File: config.mk
export PLATFORM = sky130hd
export DESIGN_NAME = memory_stage
export DESIGN_NICKNAME = d
export VERILOG_FILES = /design/src/rtl/memory_stage.sv
export SDC_FILE = /design/constraint.sdc
export NUM_CORES = 1
export LEC_CHECK = 0
export CORE_AREA = 2 2 236 238
export CTS_BUF_LIST = sky130_fd_sc_hd__clkbuf_16
export DETAILED_ROUTE_END_ITERATION = 8
export DIE_AREA = 0 0 238 240
export DONT_BUFFER_PORTS = 1
export PLACE_DENSITY = 0.47
export RECOVER_POWER = 50
export SLEW_MARGIN = 30
export SYNTH_ARGS = -nofsm -noshare
export SYNTH_HDL_FRONTEND = slang
export SYNTH_SLANG_ARGS = --single-unit
File: constraint.sdc
create_clock -name clk -period 1.73 [get_ports clk]
set_input_delay 0.346 -clock clk [delete_from_list [all_inputs] [get_ports clk]]
set_output_delay 0.346 -clock clk [all_outputs]
set_load 0.01 [all_outputs]
File: src/rtl/memory_stage.sv
// memory_stage: EX/MEM register, branch resolve, data-memory handshake, MEM/WB register.
// Optional misaligned-access trap enabled by defining MEM_ALIGN_CHECK_EN.
module memory_stage #(
    parameter int size    = 64,
    parameter int TIMEOUT = 15
) (
    input  logic            clk,
    input  logic            reset,
    input  logic            valid_E,
    input  logic            MemRead_E,
    input  logic            MemWrite_E,
    input  logic            Branch_E,
    input  logic            RegWrite_E,
    input  logic            MemtoReg_E,
    input  logic [4:0]      rd_E,
    input  logic [size-1:0] aluResult_E,
    input  logic [size-1:0] writeData_E,
    input  logic [size-1:0] PCBranch_E,
    input  logic            zero_E,
    input  logic            flush,
    output logic            stall_M,
    output logic            PCSrc_M,
    output logic [size-1:0] PCBranch_M,
    output logic            dm_req,
    output logic            dm_we,
    output logic [size-1:0] dm_addr,
    output logic [size-1:0] dm_wdata,
    input  logic            dm_ack,
    input  logic [size-1:0] dm_rdata,
    output logic            valid_W,
    output logic            RegWrite_W,
    output logic            MemtoReg_W,
    output logic [4:0]      rd_W,
    output logic [size-1:0] aluResult_W,
    output logic [size-1:0] readData_W,
    output logic            bus_err_M,
    output logic            align_err_M
);

    localparam int CW = $clog2(TIMEOUT + 1);

    typedef enum logic [1:0] {
        IDLE = 2'd0,
        WAIT = 2'd1,
        ERR  = 2'd2
    } state_t;

    state_t state;
    logic [CW-1:0] cnt;

    logic            valid_M;
    logic            MemRead_M;
    logic            MemWrite_M;
    logic            Branch_M;
    logic            RegWrite_M;
    logic            MemtoReg_M;
    logic            zero_M;
    logic [4:0]      rd_M;
    logic [size-1:0] aluResult_M;
    logic [size-1:0] writeData_M;

    logic memop_M;
    logic misalign;
    logic in_err;
    logic acked;
    logic retire;

    assign memop_M = valid_M & (MemRead_M | MemWrite_M);
    assign in_err  = (state == ERR);

`ifdef MEM_ALIGN_CHECK_EN
    assign misalign = memop_M & (aluResult_M[2:0] != 3'b000);
`else
    assign misalign = 1'b0;
`endif

    assign align_err_M = misalign;
    assign dm_req      = memop_M & ~misalign & ~in_err;
    assign dm_we       = MemWrite_M;
    assign dm_addr     = aluResult_M;
    assign dm_wdata    = writeData_M;
    assign stall_M     = (dm_req & ~dm_ack) | in_err;
    assign bus_err_M   = in_err;
    assign PCSrc_M     = valid_M & Branch_M & zero_M;

    assign acked  = dm_req & dm_ack;
    assign retire = valid_M & (~memop_M | acked) & ~in_err;

    // EX/MEM pipeline register; holds while the stage is stalled
    always_ff @(posedge clk) begin
        if (reset) begin
            valid_M     <= 1'b0;
            MemRead_M   <= 1'b0;
            MemWrite_M  <= 1'b0;
            Branch_M    <= 1'b0;
            RegWrite_M  <= 1'b0;
            MemtoReg_M  <= 1'b0;
            zero_M      <= 1'b0;
            rd_M        <= '0;
            aluResult_M <= '0;
            writeData_M <= '0;
            PCBranch_M  <= '0;
        end else if (!stall_M) begin
            valid_M     <= valid_E & ~flush;
            MemRead_M   <= MemRead_E;
            MemWrite_M  <= MemWrite_E;
            Branch_M    <= Branch_E;
            RegWrite_M  <= RegWrite_E;
            MemtoReg_M  <= MemtoReg_E;
            zero_M      <= zero_E;
            rd_M        <= rd_E;
            aluResult_M <= aluResult_E;
            writeData_M <= writeData_E;
            PCBranch_M  <= PCBranch_E;
        end
    end

    // Wait-state tracker with bus-error timeout; ERR is sticky until reset
    always_ff @(posedge clk) begin
        if (reset) begin
            state <= IDLE;
            cnt   <= '0;
        end else begin
            unique case (state)
                IDLE: begin
                    if (dm_req && !dm_ack) begin
                        state <= WAIT;
                        cnt   <= CW'(1);
                    end
                end
                WAIT: begin
                    if (dm_ack) begin
                        state <= IDLE;
                        cnt   <= '0;
                    end else if (cnt == CW'(TIMEOUT)) begin
                        state <= ERR;
                    end else begin
                        cnt <= cnt + CW'(1);
                    end
                end
                ERR: begin
                    state <= ERR;
                end
                default: begin
                    state <= IDLE;
                    cnt   <= '0;
                end
            endcase
        end
    end

    // MEM/WB register: retire completed instructions, otherwise insert a bubble
    always_ff @(posedge clk) begin
        if (reset) begin
            valid_W     <= 1'b0;
            RegWrite_W  <= 1'b0;
            MemtoReg_W  <= 1'b0;
            rd_W        <= '0;
            aluResult_W <= '0;
            readData_W  <= '0;
        end else if (retire) begin
            valid_W     <= 1'b1;
            RegWrite_W  <= RegWrite_M;
            MemtoReg_W  <= MemtoReg_M;
            rd_W        <= rd_M;
            aluResult_W <= aluResult_M;
            readData_W  <= (MemRead_M & acked) ? dm_rdata : '0;
        end else begin
            valid_W    <= 1'b0;
            RegWrite_W <= 1'b0;
        end
    end

endmodule
==> parameters.txt <==
Parameter                              Value

Clocking
  Longest Clk Path Bufs ... 3
  Total clock sinks ... 346
  # H-tree levels ... 2
  Clk pin slew, worst setup/hold paths ... 0.06 ns
  CTS tree ... yes
  Root buffer cell ... sky130_fd_sc_hd__clkbuf_16
  Number of clock buffers inserted by TritonCTS ... 39
  Clock latency on the worst-skew pair ... 0.54 ns

GRT
  Largest net degree at the start of global routing ... 347
  Vias in the first global route ... 10316
  Overflow after GRT ... 0
  Global-route wire length before repair ... 59900 um
  GR Util All Layers ... 13.3%
  Number of antenna violations at the first check in global routing ... 0

Die
  Number of top-level pins ... 606
  Die area ... 57100 um^2
  Number of rows in the core area ... 86
  Core footprint ... 54700 um^2
  Initial Util ... 21.8%
  Die height ... 240 um
  Die extent in x ... 238 um

Synthesis
  Netlist area before placement ... 11900 um^2
  Yosys top cell by area ... sky130_fd_sc_hd__dfxtp_1
  Post-synthesis cell count ... 1456
  Yosys top cell area share ... 58.1%
  Synth Area per Inst ... 8.19 um^2
  Library cells used by synthesis ... 29
  Post-synthesis sequential element count ... 346
  Ranking of synthesized cells by area ... sky130_fd_sc_hd__dfxtp_1, sky130_fd_sc_hd__nand2_1, sky130_fd_sc_hd__a21oi_1
  Seq/Total Area, Yosys ... 58.1%
  Number of nets produced by synthesis ... 1729
  YS warnings ... 0

Placed design
  Detailed placement HPWL ... 28000 um
  Setup slack at placement ... 0.114 ns
  Final weighted congestion of routability-driven global placement ... 0.785
  Post-placement cell area ... 12900 um^2
  Input/output buffers ... 0

Critical path
  Critical Path Max Stage Delay ... 0.33 ns
  Crit-path max FO ... 3
  Endpoint of the worst register-to-register path ... aluResult_W[19]
  Cells along the critical path ... nand2b_4 -> buf_6 -> clkinvlp_4 -> nor2_4
  Launch point of the worst reg-to-reg path ... dm_we
  Crit path launch type ... flip-flop
  Worst-case reg-to-reg path depth ... 7
  Data required time of the critical path ... 1.38 ns
  CP Buf/Inv Count ... 2
  Slowest cell on crit path ... sky130_fd_sc_hd__dfxtp_2
  Worst reg2reg setup slack ... 0.05 ns
  Arrival time at the worst endpoint ... 1.40 ns
  Sort of element at the end of the critical path ... output port
  Cell family with most CP delay ... flip-flops
  Crit Path Category ... flip-flop to output port

Timing
  Post-route minimum period ... 1.75 ns
  Max Transition Viols Final ... 0
  Share of the clock period used by the worst path after layout ... 101%
  Smallest hold slack ... -0.0883 ns
  Final hold viol count ... 52
  Unrepaired setup endpoints after global routing ... yes
  Peak clock frequency supported by timing ... 0.572 GHz
  Slew Limit Headroom ... 54.8%
  Final Setup Violations ... 2
  Transition time at the pin with the least slew margin ... 0.677 ns
  Final worst-path setup slack ... -0.0178 ns
  Final Skew ... 0.0116 ns

Routing
  Final WL ... 41400 um
  Ratio of routed vias to standard cells ... 4.51
  Detail Route Antenna Nets ... 0
  Residual DRC count ... 0
  Routed WL per cell ... 17.3 um
  Via count ... 10768
  First-pass iteration count of the detailed router ... 5
  DRC violation total after the first TritonRoute iteration ... 630

Power and ir drop
  Worst VDD drop ... 0.576 mV
  Cell Pwr Density ... 1100 nW/um^2
  Cell leakage power ... 6.37 nW

Cells and area
  Layout Area Growth over Synthesis ... 37.4%
  Fraction of layout cells with a size suffix above 1 ... 7.42%
  Ant diodes ... 0
  Nets@finish ... 1927
  Post-route cell area ... 16400 um^2

Hold path
  Hold Crit Class ... primary input to flip-flop
  Worst hold start ... reset
  Hold depth ... 1
  Hold Path End ... readData_W[16]

Run status
  Violated checks ... hold timing, setup timing
  Status ... finished with violations

Job
  Max_cap viols ... 0
[registers in the layout, indices dropped and copies added, names as in the netlist, 2 cells and up]
name         cells
readData_W      64
rd_M             5
dm_addr         64
cnt              4
dm_wdata        64
aluResult_W     64
PCBranch_M      64
state            2
rd_W             5
[layout by cell type (no fill, tap or decap), types with 2 or more instances in the layout]
cell                            instances
sky130_fd_sc_hd__bufinv_16              4
sky130_fd_sc_hd__a22oi_1               64
sky130_fd_sc_hd__dfxtp_2                3
sky130_fd_sc_hd__nor2_1                72
sky130_fd_sc_hd__nor3_1                 3
sky130_fd_sc_hd__buf_12                20
sky130_fd_sc_hd__o21ai_0                3
sky130_fd_sc_hd__clkinvlp_4             4
sky130_fd_sc_hd__nand3_1                3
sky130_fd_sc_hd__nand2_1              548
sky130_fd_sc_hd__inv_1                  8
sky130_fd_sc_hd__nor2b_1                2
sky130_fd_sc_hd__clkbuf_16             41
sky130_fd_sc_hd__clkinv_1              10
sky130_fd_sc_hd__a21oi_1              279
sky130_fd_sc_hd__dlygate4sd3_1        216
sky130_fd_sc_hd__dfxtp_1              341
sky130_fd_sc_hd__dfxtp_4                2
sky130_fd_sc_hd__clkinv_2               7
sky130_fd_sc_hd__buf_4                 31
sky130_fd_sc_hd__and3_1                 2
[cells by family (layout without fill, tap and decap cells)]
| family | count (synthesis) | count (layout) | synth area share (%) |
|---|---|---|---|
| AO/OA/AOI/OAI | 353 | 353 | 16.4 |
| adder cells (fa/ha/maj) | 1 | 1 | 0.105 |
| buffers and inverters | 119 | 347 | 5.03 |
| flip-flops | 346 | 346 | 58.1 |
| other | 1 | 1 | 0.0314 |
| AND/OR/NAND/NOR | 636 | 636 | 20.4 |
[synthesized netlist by cell type, drive strengths merged]
| library cell | instances |
|---|---|
| a21oi | 279 |
| a22oi | 64 |
| and2 | 1 |
| and3 | 2 |
| and4 | 1 |
| buf | 57 |
| clkbuf | 58 |
| clkinv | 1 |
| conb | 1 |
| dfxtp | 346 |
| ha | 1 |
| inv | 3 |
| nand2 | 548 |
| nand2b | 1 |
| nand3 | 3 |
| nor2 | 73 |
| nor2b | 2 |
| nor3 | 3 |
| nor3b | 1 |
| nor4 | 1 |
| o211a | 1 |
| o211ai | 1 |
| o21a | 2 |
| o21ai | 4 |
| o31a | 1 |
| o31ai | 1 |
[metrics by stage]
step	std cells	total power, mW	hold slack [ns]	setup TNS (ns)	utilization [%]
after floorplan	1456	9.31	0.430	0	-
after global placement	2093	9.50	0.429	0	23.6
after detailed placement	2093	9.53	0.431	0	23.6
after CTS	2335	18.2	-0.151	-0.235	29.0
after global routing	2388	18.7	-0.146	-0.854	30.0
final	2388	17.9	-0.0883	-0.0322	30.0
[cell type report]
cell class              count  area (um^2)
well taps                 704          881
inverters                   4         23.8
fillers                  5763        38300
multi-input cells         991         4440
flip-flops and latches    346         6940
clock buffers              41         1030
repair buffers            272         2840
clock inverters            30          238
[timing repair]
action | CTS | global route
resized for setup | 15 | 1
setup endpoints to repair | 3 | 7
hold buffers | 163 | 53
pin swaps | 3 | 2
setup buffers | 8 | 1
endpoints found under the hold margin | 345 | 176
cloned | 0 | 0
[where the power goes]
group	total (mW)	leakage (nW)	internal [mW]	switching, mW
clock network	8.18	0.637	4.87	3.31
registers	8.74	2.85	8.30	0.439
logic	1.03	2.89	0.581	0.446
[layer usage]
layer	track usage [%]	routed length [um]	vias up
li1	-	-	5161
met1	15.1	16000	5103
met2	22.4	20300	418
met3	4.97	3720	86
met4	5.36	1400	0
met5	0	0	-
[worst max path at each step]
stage                          from     endpoint  cells after the start
after global placement     state[0]  dm_wdata[1]                      6
after global routing       state[0]       dm_req                      4
after floorplan              dm_ack  dm_addr[10]                      8
final                      state[0]       dm_req                      4
after detailed placement      dm_we  dm_wdata[2]                      6
after CTS                 MemRead_M      stall_M                      5
No activity file was read; power rests on OpenSTA's default activity.
